File: config.mk
export PLATFORM = sky130hd
export DESIGN_NAME = pc_next_unit
export DESIGN_NICKNAME = d
export VERILOG_FILES = /design/src/rtl/pc_next_unit.sv
export SDC_FILE = /design/constraint.sdc
export NUM_CORES = 1
export LEC_CHECK = 0
export ABC_CLOCK_PERIOD_IN_PS = 6950
export CAP_MARGIN = 10
export CORE_MARGIN = 8
export CORE_UTILIZATION = 39
export CTS_CLUSTER_DIAMETER = 50
export CTS_CLUSTER_SIZE = 8
export DETAILED_ROUTE_END_ITERATION = 16
export DONT_BUFFER_PORTS = 1
export PLACE_DENSITY_LB_ADDON = 0.3
export SYNTH_ARGS = -nofsm -noshare
export SYNTH_HDL_FRONTEND = slang
export SYNTH_SLANG_ARGS = --single-unit
File: constraint.sdc
create_clock -name clk -period 6.95 [get_ports clk]
set_input_delay 2.085 -clock clk [delete_from_list [all_inputs] [get_ports clk]]
set_output_delay 2.085 -clock clk [all_outputs]
set_load 0.1 [all_outputs]
File: src/rtl/pc_next_unit.sv
// rtl/pc_next_unit.sv - program counter register with next-PC selection, fetch handshake and one-deep redirect buffer
module pc_next_unit #(
    parameter logic [31:0] RESET_PC = 32'h00000000,
    parameter logic [31:0] PC_STEP  = 32'd4
) (
    input  logic        clk,
    input  logic        rst,
    output logic [31:0] PCOut,
    output logic [31:0] PCPlus4,
    output logic        PCValid,
    input  logic        PCReady,
    input  logic        Stall,
    input  logic        BranchTaken,
    input  logic [31:0] BranchOffset,
    input  logic        Jump,
    input  logic [25:0] JumpIndex,
    input  logic        JumpReg,
    input  logic [31:0] RegTarget,
    output logic        Misalign
);

    typedef enum logic {
        BOOT = 1'b0,
        RUN  = 1'b1
    } state_t;

    state_t      state;
    logic [31:0] pc_q;
    logic        pc_valid_q;
    logic        pend_valid;
    logic [31:0] pend_target;
    logic        misalign_q;

    logic        redirect;
    logic [31:0] redirect_target;
    logic        accept;
    logic        jr_misaligned;
    logic [31:0] next_pc;

    assign PCOut    = pc_q;
    assign PCPlus4  = pc_q + PC_STEP;
    assign PCValid  = pc_valid_q;
    assign Misalign = misalign_q;

    // Fetch takes the PC only when valid, ready and not frozen by a hazard
    assign accept = pc_valid_q & PCReady & ~Stall;

    // Redirects are only meaningful once the PC is live; BOOT ignores them
    assign redirect = (state == RUN) & (JumpReg | Jump | BranchTaken);

    assign jr_misaligned = (state == RUN) & JumpReg & (RegTarget[1:0] != 2'b00);

    // Redirect target, jr beats j beats branch when several are raised together
    always_comb begin
        redirect_target = PCPlus4 + BranchOffset;
        if (JumpReg) begin
            redirect_target = {RegTarget[31:2], 2'b00};
        end else if (Jump) begin
            redirect_target = {PCPlus4[31:28], JumpIndex, 2'b00};
        end
    end

    // PC taken on accept: a live redirect wins, then a buffered one, then sequential
    always_comb begin
        next_pc = PCPlus4;
        if (redirect) begin
            next_pc = redirect_target;
        end else if (pend_valid) begin
            next_pc = pend_target;
        end
    end

    // State machine owning the PC, the pending redirect and the sticky misalign flag
    always_ff @(posedge clk) begin
        if (rst) begin
            state       <= BOOT;
            pc_q        <= RESET_PC;
            pc_valid_q  <= 1'b0;
            pend_valid  <= 1'b0;
            pend_target <= 32'h00000000;
            misalign_q  <= 1'b0;
        end else begin
            case (state)
                BOOT: begin
                    state      <= RUN;
                    pc_valid_q <= 1'b1;
                end
                RUN: begin
                    pc_valid_q <= 1'b1;
                    if (jr_misaligned) begin
                        misalign_q <= 1'b1;
                    end
                    if (accept) begin
                        pc_q       <= next_pc;
                        pend_valid <= 1'b0;
                    end else if (redirect) begin
                        pend_target <= redirect_target;
                        pend_valid  <= 1'b1;
                    end
                end
                default: begin
                    state      <= BOOT;
                    pc_valid_q <= 1'b0;
                end
            endcase
        end
    end

endmodule
==> Yosys cells after proc, flatten, opt, wreduce, memory -nomap -nowiden <==
Cells that the tools add are included.
{ "totals": {"regBits": 67, "output_inout_bits": 66, "in_bits": 97} }
{ "op_classes": {"mux": 7, "add_sub_neg": 2, "bitwise_logic": 9, "n_reduce_logical": 6} }
{ "op_table": {"columns": ["cell", "count"], "rows": [
  ["$mux W32", 4],
  ["$add A32 B3 Y32 const B", 1],
  ["$add A32 B32 Y32", 1],
  ["$reduce_and A2 Y1", 3],
  ["$and A1 B1 Y1", 5],
  ["$reduce_bool A2 Y1", 2],
  ["$mux W1", 3],
  ["$reduce_and A3 Y1", 1],
  ["$not A1 Y1", 2],
  ["$or A1 B1 Y1", 2]
]} }

==> Logic depth before layout (Yosys ltp) <==
Gate-level depths: netlist of run 1.
{ "depth": {"word_depth": 5, "mapped_depth": 17, "depth_no_buf": 16} }

==> Worst setup path after synthesis of run 1 <==
Ideal clock, no wire load.
{ "synth_timing": {"path_kind": "register to register", "from": "reg pc_q[3], in the netlist PCOut[3]", "to": "reg pend_target[31]", "arrival_time_ns": 6.018, "setup_time_ns": 0.133, "stages_incl_launch_ff": 18, "required_time_ns": 6.817, "slack_ns": 0.800, "synth_period_minus_slack_ns": 6.150, "path_cell_list": "dfxtp_1 > ha_1 > and4_1 > nand4_1 > nor3_1 > nand4_1 > xnor2_1 > ha_1 > clkbuf_1 > a21o_1 > a21o_1 > a21oi_1 > o22ai_1 > nor2_1 > xor2_1 > mux2_2 > a221oi_2 > a21oi_1"} }
{ "synth_between": {"elab_chain_len": 4} }
{ "synth_rtl": {"columns": ["element", "line", "text"], "rows": [
  ["start, declared", "28", "logic [31:0] pc_q;"],
  ["start signal, assigned", "94", "pc_q <= next_pc;"],
  ["$add A32 B3 Y32", "41", "assign PCPlus4 = pc_q + PC_STEP;"],
  ["named net PCPlus4[24]", "9", "output logic [31:0] PCPlus4,"],
  ["$add A32 B32 Y32", "55", "redirect_target = PCPlus4 + BranchOffset;"],
  ["$mux W32", "58", "end else if (Jump) begin"],
  ["$mux W32", "56", "if (JumpReg) begin"],
  ["end signal, assigned", "97", "pend_target <= redirect_target;"],
  ["end, declared", "31", "logic [31:0] pend_target;"]
]} }
The timed path passes the listed nets, and every way through them passes these cells.
A chain may end at the register's enable or synchronous reset.

==> Worst setup path in the final report of run 1 <==
{ "layout_timing": {"from": "reg pc_q[2], in the netlist PCOut[2]", "to": "out PCPlus4[30]"} }
{ "layout_between": {"elab_chain_len": 1} }
{ "layout_rtl": {"columns": ["element", "line"], "rows": [
  ["$add A32 B3 Y32", "41"],
  ["end, declared", "9"]
]} }
No other way between the ends.

==> results of run 1 <==
==> worst max-delay path, delay by kind of cell, from the launching register on <==
family / cells / cell delay (ns)
flip-flops: 1 / 0.31
buffers and inverters: 2 / 0.66
XOR/XNOR: 1 / 0.32
AND/OR/NAND/NOR: 4 / 1.30
adder cells (fa/ha/maj): 1 / 0.30
==> through the flow <==
stage / total power [mW] / cells
2_1_floorplan: 0.782 / 804
6_report: 1.33 / 1016
3_3_place_gp: 0.878 / 1001
5_1_grt: 1.39 / 1016
4_1_cts: 1.34 / 1016
3_5_place_dp: 0.878 / 1001
==> registers in the layout, summed over array words and instances (netlist names) <==
| name | flops |
|---|---|
| PCOut | 32 |
| PCValid | 1 |
| Misalign | 1 |
| pend_valid | 1 |
| pend_target | 32 |
==> worst paths after layout <==
| check | to | start | slack (ns) |
|---|---|---|---|
| setup reg to reg | PCOut[27] | PCOut[2] | 2.07 |
| setup / recovery | PCPlus4[30] | PCOut[2] | 1.64 |
| hold reg to reg | pend_target[26] | pend_target[26] | 0.45 |
| hold / removal | pend_target[26] | pend_target[26] | 0.45 |
==> layout by cell type (no fill, tap or decap), drive strengths merged, types with 6 or more instances in the layout <==
cell and n:
a211oi 14, a21o 14, a21oi 82, a31oi 6, a32oi 6, and2 6, and3 9, buf 58
clkbuf 13, dfxtp 67, ha 39, inv 18, mux2 10, mux2i 22, nand2 87, nand3 25
nand4 14, nor2 80, nor3 32, o211ai 16, o21a 15, o21ai 62, o21bai 7, o22ai 6
xnor2 26, xor2 20
==> cells by family after synthesis <==
family	count (synthesis)	share of synthesized area [%]
AND/OR/NAND/NOR	279	22.3
AO/OA/AOI/OAI	270	29.1
buffers and inverters	70	4.68
flip-flops	67	22.6
XOR/XNOR	46	7.11
adder cells (fa/ha/maj)	40	8.57
multiplexers	32	5.61
==> power by group through the flow <==
stage	clock network, mW	logic, mW	registers (mW)
floorplan	0	0.285	0.497
global placement	0	0.423	0.455
detailed placement	0	0.423	0.455
CTS	0.466	0.425	0.447
global route	0.482	0.459	0.450
finish	0.459	0.427	0.447
==> synth_stat cells, types with 3 or more instances <==
cell | count | share of area [%]
a211oi_1 | 14 | 1.8
a21o_1 | 14 | 1.8
a21oi_1 | 82 | 6.9
a22oi_1 | 3 | 0.38
a311oi_1 | 4 | 0.59
a31oi_1 | 6 | 0.63
a32oi_1 | 6 | 0.89
and2_1 | 6 | 0.63
and3_1 | 9 | 0.95
and4_1 | 5 | 0.74
clkbuf_1 | 44 | 2.8
clkinv_1 | 3 | 0.19
dfxtp_1 | 67 | 23
ha_1 | 39 | 8.2
inv_1 | 18 | 1.1
mux2_2 | 8 | 1.5
mux2i_1 | 22 | 3.7
nand2_1 | 87 | 5.5
nand2b_1 | 5 | 0.53
nand3_1 | 23 | 1.9
nand4_1 | 14 | 1.5
nor2_1 | 79 | 5.0
nor2b_1 | 3 | 0.32
nor3_1 | 31 | 2.6
o2111ai_1 | 5 | 0.74
o211ai_1 | 16 | 2.0
o21a_1 | 15 | 1.9
o21ai_0 | 56 | 4.7
o21ai_1 | 6 | 0.51
o21bai_1 | 7 | 0.89
o221a_2 | 4 | 0.76
o22ai_1 | 6 | 0.63
o311ai_0 | 4 | 0.59
or3_1 | 3 | 0.32
xnor2_1 | 26 | 3.8
xor2_1 | 19 | 2.8
==> layout make-up <==
class                   instances  area, µm²  area share, %
well taps                     188        235           3.38
multi-input cells             667       4520           65.0
inverters                      21       78.8           1.13
repair buffers                 58        475           6.84
flip-flops and latches         67       1350           19.4
clock inverters                 2       35.0          0.504
clock buffers                  13        260           3.75
==> per-layer routing <==
metal	track usage [%]	share of wire, %
met1	26.6	41
met2	36.8	45
met3	7.90	9.7
met4	9.24	3.5
met5	0	0
==> summary.md, run 1 <==
| Metric | Value |
|---|---|
| WHS Path Cells | 2 |
| Slowest stage cell, crit path | nor3_1 |
| Sw Share | 37.7% |
| DP Worst Slack | 2.03 ns |
| Post-DRT Antenna Nets | 0 |
| Worst skew pair latency | 0.34 ns |
| Crit-path cells | buf_4 -> ha_1 -> and4_1 -> nand4_1 -> nor3_1 -> nand4_1 -> xnor2_2 -> buf_4 |
| Area growth syn-to-layout | 17.2% |
| Die H | 139 µm |
| Post-layout minimum cycle time | 5.31 ns |
| YS warnings | 0 |
| Design area | 0.00695 mm² |
| Core area | between 0.015 and 0.02 mm² |
| Fraction of power consumed by sequential logic | 33.5% |
| Initial Util | 39.5% |
| Clock power frac | about a third |
| Gr usage total | 22.6% |
| Status | completed |
| Root buf cell | clkbuf_16 |
| DR pass1 iterations | 5 |
| Netlist cell types | 68 |
| Sequential cell area fraction in the yosys report | 22.6% |
| Power Dens Cells | 192 mW/mm² |
| Ys flop type | dfxtp_1 |
| Slew @ Worst Pin | roughly 1.2 ns |
| Hold Slack | 0.447 ns |
| Port Buf Inserts | 0 |
| Final Hold Vio Count | 0 |
| Syn nets | about 940 |
| CTS tree | done |
| Cell Int Power | 0.831 mW |
| Cells after Synth | approximately 800 |
| Critical Path AT | 3.23 ns |
| Clock sink total | 67 |
| Final setup TNS | 0 ns |
| MaxCap Viol Count | 0 |
| Vias per cell | slightly above 6 |
| Slowest stage delay, CP | 0.62 ns |
| RSZ-0062 raised after global routing | false |
| Clock slew at reported path FFs | roughly 0.05 ns |
| Vias in the first global route | 5992 |
| Final Cycle Share | 76.5% |
| Leakage dissipation | 2.88 nW |
| I/O pins | between 150 and 200 |
| Synthesized area | 0.00593 mm² |
| NetSw | 0.502 mW |
| Post-layout util | a little under half |
| Post-synth ARST share | 0% |
| Hold-fix buffers, CTS | 0 |
| Number of antenna violations at the first check in global routing | 0 |
| Maximum clock rate | 188 MHz |
| Initial DRC count | 423 |
| IR drop worst, VDD | 0.120 mV |
| DP HPWL | approximately 17000 µm |
| Largest fanout on the critical path | 5 |
| Fill count | 1476 |
| Post-CTS Setup Bufs | 0 |
| Pin count of the biggest net entering global routing | 53 |
| Setup WS post-layout | about 1.6 ns |
| Rows | 45 |
| Final setup vio count | 0 |
| DRT Wirelength | roughly 23000 µm |
| CTS Buffer Depth | 2 |
| CP Class | reg2out |
| Die span in x | between 100 and 150 µm |
| R2R cell count | 17 |
| Area after DPL | between 0.006 and 0.007 mm² |
| Syn Area/Cell | approximately 7.4 µm² |
| Post-cts gate resize count | 0 |
| H-tree lvl count | 3 |
| Die area | roughly 0.019 mm² |
| Slew HR | 20.3% |
| Post-synth EDFFs | 0 |
| Vias | ~6200 |
| Routed len/inst | 22.3 µm |
| Element type at the critical path end | primary output |
| Critical path required time | 4.87 ns |
| Synthesis-stage register bit count | 67 |
| GRT overflow | 0 |
| First-pass GRT wire length | 34400 µm |
| TritonCTS Buffers | 9 |
| Logic pwr share | 32.0% |
| Worst hold path type | reg2reg |
| Layout cells sized above 1 | 15.0% |
| Critical Path Source Type | flop |
| Clock Skew | 0.00786 ns |
| Number of remaining DRC errors | 0 |
| GP Congestion | 0.922 |
| Fin nets | 961 |
| Final Slew Violations | 0 |
| # diodes | 0 |
Power figures use the tool's default switching activity.
==> run 2, diff against run 1 <==
Settings changed: ABC_CLOCK_PERIOD_IN_PS 6950 to 4390.
Clock period 6.95 ns to 4.39 ns, I/O delays scaled along.
==> run 2 against run 1 <==
Worst hold slack lost 0.0052 ns; register-to-register slack lost 1.9 ns; power grew 61%; final cell count grew 2.1%.
==> summary.md, run 2 (synthesized netlist as in run 1, its figures left out) <==
| Metric | Value |
|---|---|
| Leakage dissipation | 3.03 nW (was 2.88 nW) |
| Pin count of the biggest net entering global routing | 53 (unchanged) |
| GRT overflow | 0 (unchanged) |
| Clock slew at reported path FFs | 0.06 ns (was 0.05 ns) |
| Inst Count DP | 1021 (was 1001) |
| Power Dens Cells | 292 mW/mm² (was 192 mW/mm²) |
| Post-DRT Antenna Nets | 0 (unchanged) |
| CP Class | reg2reg (was reg2out) |
| Critical Path Start | PCOut[2] (unchanged) |
| Routed len/inst | 22.3 µm (about the same) |
| Crit-path cells | ha_4 -> and4_1 -> nand4_1 -> nor3_4 -> nand4_1 -> xnor2_4 -> ha_1 -> a21o_1 -> a21o_1 -> a21oi_1 -> o22ai_1 -> nor2_1 -> xor2_1 -> mux2_2 -> a221oi_2 -> a21oi_1 (was buf_4 -> ha_1 -> and4_1 -> nand4_1 -> nor3_1 -> nand4_1 -> xnor2_2 -> buf_4) |
| MaxCap Viol Count | 0 (unchanged) |
| H-tree lvl count | 3 (unchanged) |
| Rows | 45 (unchanged) |
| Final setup TNS | 0 ns (unchanged) |
| Post-CTS Setup Bufs | 0 (unchanged) |
| Slew HR | 34.8% (was 20.3%) |
| Final Slew Violations | 0 (unchanged) |
| Most frequent cells in the layout | nand2_1 (87), a21oi_1 (82), buf_4 (78), nor2_1 (74), o21ai_0 (56) (was nand2_1 (87), a21oi_1 (82), nor2_1 (77), dfxtp_1 (64)) |
| NetSw | 0.823 mW (was 0.502 mW) |
| DP Worst Slack | 0.0248 ns (was 2.03 ns) |
| Commonest non-fill, non-tap cell in the layout | nand2_1 (unchanged) |
| Final Cycle Share | 95.9% |
| DP HPWL | 18100 µm (was 17400 µm) |
| Total power | 2.15 mW (was 1.33 mW) |
| Core area | 0.0150 mm² (unchanged) |
| Worst flop-to-flop path startpoint | PCOut[2] (unchanged) |
| Die span in x | 139 µm (unchanged) |
| First-pass GRT wire length | 34900 µm (was 34400 µm) |
| RSZ-0062 raised after global routing | false (unchanged) |
| GP Congestion | 0.924 (was 0.922) |
| Final Hold Vio Count | 0 (unchanged) |
| Vias | 6354 (was 6152) |
| Fin nets | 981 (was 961) |
| Post-cts gate resize count | 0 (unchanged) |
| Critical path required time | 4.60 ns (was 4.87 ns) |
| DRT Wirelength | 23100 µm (was 22700 µm) |
| Post-layout util | 48.9% (was 46.2%) |
| Slowest stage cell, crit path | ha_1 (was nor3_1) |
| CTS Buffer Depth | 2 (unchanged) |
| Critical Path AT | 4.42 ns (was 3.23 ns) |
| Fraction of power consumed by sequential logic | 31.6% (was 33.5%) |
| Initial DRC count | 572 (was 423) |
| Vias per cell | 6.13 (was 6.06) |
| Cell depth of the worst setup path | 16 (was 8) |
| Status | completed (unchanged) |
| IR drop worst, VDD | 0.218 mV (was 0.120 mV) |
| Area growth syn-to-layout | 24.0% (was 17.2%) |
| Clock power frac | 34.3% (was 34.4%) |
| Slowest stage delay, CP | 0.42 ns (was 0.62 ns) |
| Hold path start | pend_target[26] (unchanged) |
| Number of antenna violations at the first check in global routing | 1 (was 0) |
| Initial Util | 39.5% (unchanged) |
| Final setup vio count | 0 (unchanged) |
| Post-layout minimum cycle time | 4.21 ns |
| Setup WS post-layout | 0.180 ns (was 1.64 ns) |
| Fill count | 1460 (was 1476) |
| # diodes | 0 (unchanged) |
| Multi-input combinational cell area | 0.00474 mm² (was 0.00452 mm²) |
| Slew @ Worst Pin | 0.977 ns (was 1.19 ns) |
| Element type at the critical path end | flop (was primary output) |
| Gr usage total | 23.0% (was 22.6%) |
| I/O pins | 163 (unchanged) |
| Largest fanout on the critical path | 9 (was 5) |
| Vias in the first global route | 5946 (was 5992) |
| Cell Int Power | 1.32 mW (was 0.831 mW) |
| Port Buf Inserts | 0 (unchanged) |
| CTS tree | done (unchanged) |
| Worst skew pair latency | 0.33 ns (was 0.34 ns) |
| Worst hold path type | reg2reg (unchanged) |
| Maximum clock rate | 238 MHz |
| Top delay family on crit path | simple AND/OR/NAND/NOR gates (unchanged) |
| TritonCTS Buffers | 9 (unchanged) |
| Layout cells sized above 1 | 21.0% (was 15.0%) |
| Die area | 0.0194 mm² (unchanged) |
| Root buf cell | clkbuf_16 (unchanged) |
| Sw Share | 38.3% (was 37.7%) |
| Fin cells | 1037 (was 1016) |
| Critical Path Source Type | flop (unchanged) |
| Hold-fix buffers, CTS | 0 (unchanged) |
| Logic pwr share | 34.1% (was 32.0%) |
| Clock Skew | 0.00662 ns (was 0.00786 ns) |
| Register area | 0.00141 mm² (was 0.00135 mm²) |
| Die H | 139 µm (unchanged) |
| Clock sink total | 67 (unchanged) |
| Number of remaining DRC errors | 0 (unchanged) |
| R2R cell count | 16 (was 17) |
| WHS Path Cells | 2 (unchanged) |
| Crit path buffers/inverters | 0 (was 2) |
| DR pass1 iterations | 5 (unchanged) |
[run 2: cell types whose count changed in the layout (fill, tap and decap cells not counted), moves of 2 or more]
| cell | change |
|---|---|
| dfxtp_2 | +9 |
| buf_16 | -2 |
| xor2_4 | +5 |
| dfxtp_1 | -23 |
| nor2_1 | -3 |
| xnor2_2 | -9 |
| ha_4 | +3 |
| clkbuf_1 | -2 |
| nor2_2 | +3 |
| buf_4 | +22 |
| ha_1 | -3 |
| dfxtp_4 | +14 |
| xor2_2 | -5 |
| xnor2_4 | +9 |
[run 2: through the flow]
step                      hold slack [ns]  area [µm²]
after floorplan                     0.431        6410
after global placement              0.432        7040
after detailed placement            0.437        7040
after CTS                           0.445        7340
after global routing                0.471        7350
final                               0.442        7350
[run 2: per-layer routing]
layer | track usage [%] | vias to the layer above | wire [µm]
met3 | 6.81 | 23 | 2420
met1 | 30.5 | 3001 | 10100
met4 | 5.78 | 2 | 342
met2 | 35.7 | 280 | 10300
met5 | 0 | - | 13
li1 | - | 3048 | -
[run 2: power by group through the flow]
stage	Combinational [mW]	Sequential, mW	Clock [mW]
3_3_place_gp	0.720	0.689	0
4_1_cts	0.726	0.677	0.748
3_5_place_dp	0.722	0.690	0
2_1_floorplan	0.465	0.793	0
6_report	0.732	0.678	0.736
5_1_grt	0.778	0.682	0.770
[run 2: worst register-to-register path: stages (launching register included)]
cell and delay (ns):
dfxtp_4 0.37, ha_4 0.15, and4_1 0.24, nand4_1 0.23, nor3_4 0.40, nand4_1 0.26, xnor2_4 0.23, ha_1 0.42
a21o_1 0.21, a21o_1 0.16, a21oi_1 0.17, o22ai_1 0.09, nor2_1 0.15, xor2_1 0.31, mux2_2 0.39, a221oi_2 0.20
a21oi_1 0.10
[run 2: area by class of cell]
class	count	area share, %
clock buffer	13	3.96
clock inverter	3	0.221
inverter	21	1.07
multi-input combinational	667	64.4
sequential	67	19.2
tap	188	3.20
timing repair buffer	78	7.96
[run 2: final timing paths]
path	end	slack (ns)
worst max-delay path	pend_target[31]	0.18
worst min-delay path	pend_target[26]	0.44
worst max register to register	pend_target[31]	0.18
worst min register to register	pend_target[26]	0.44
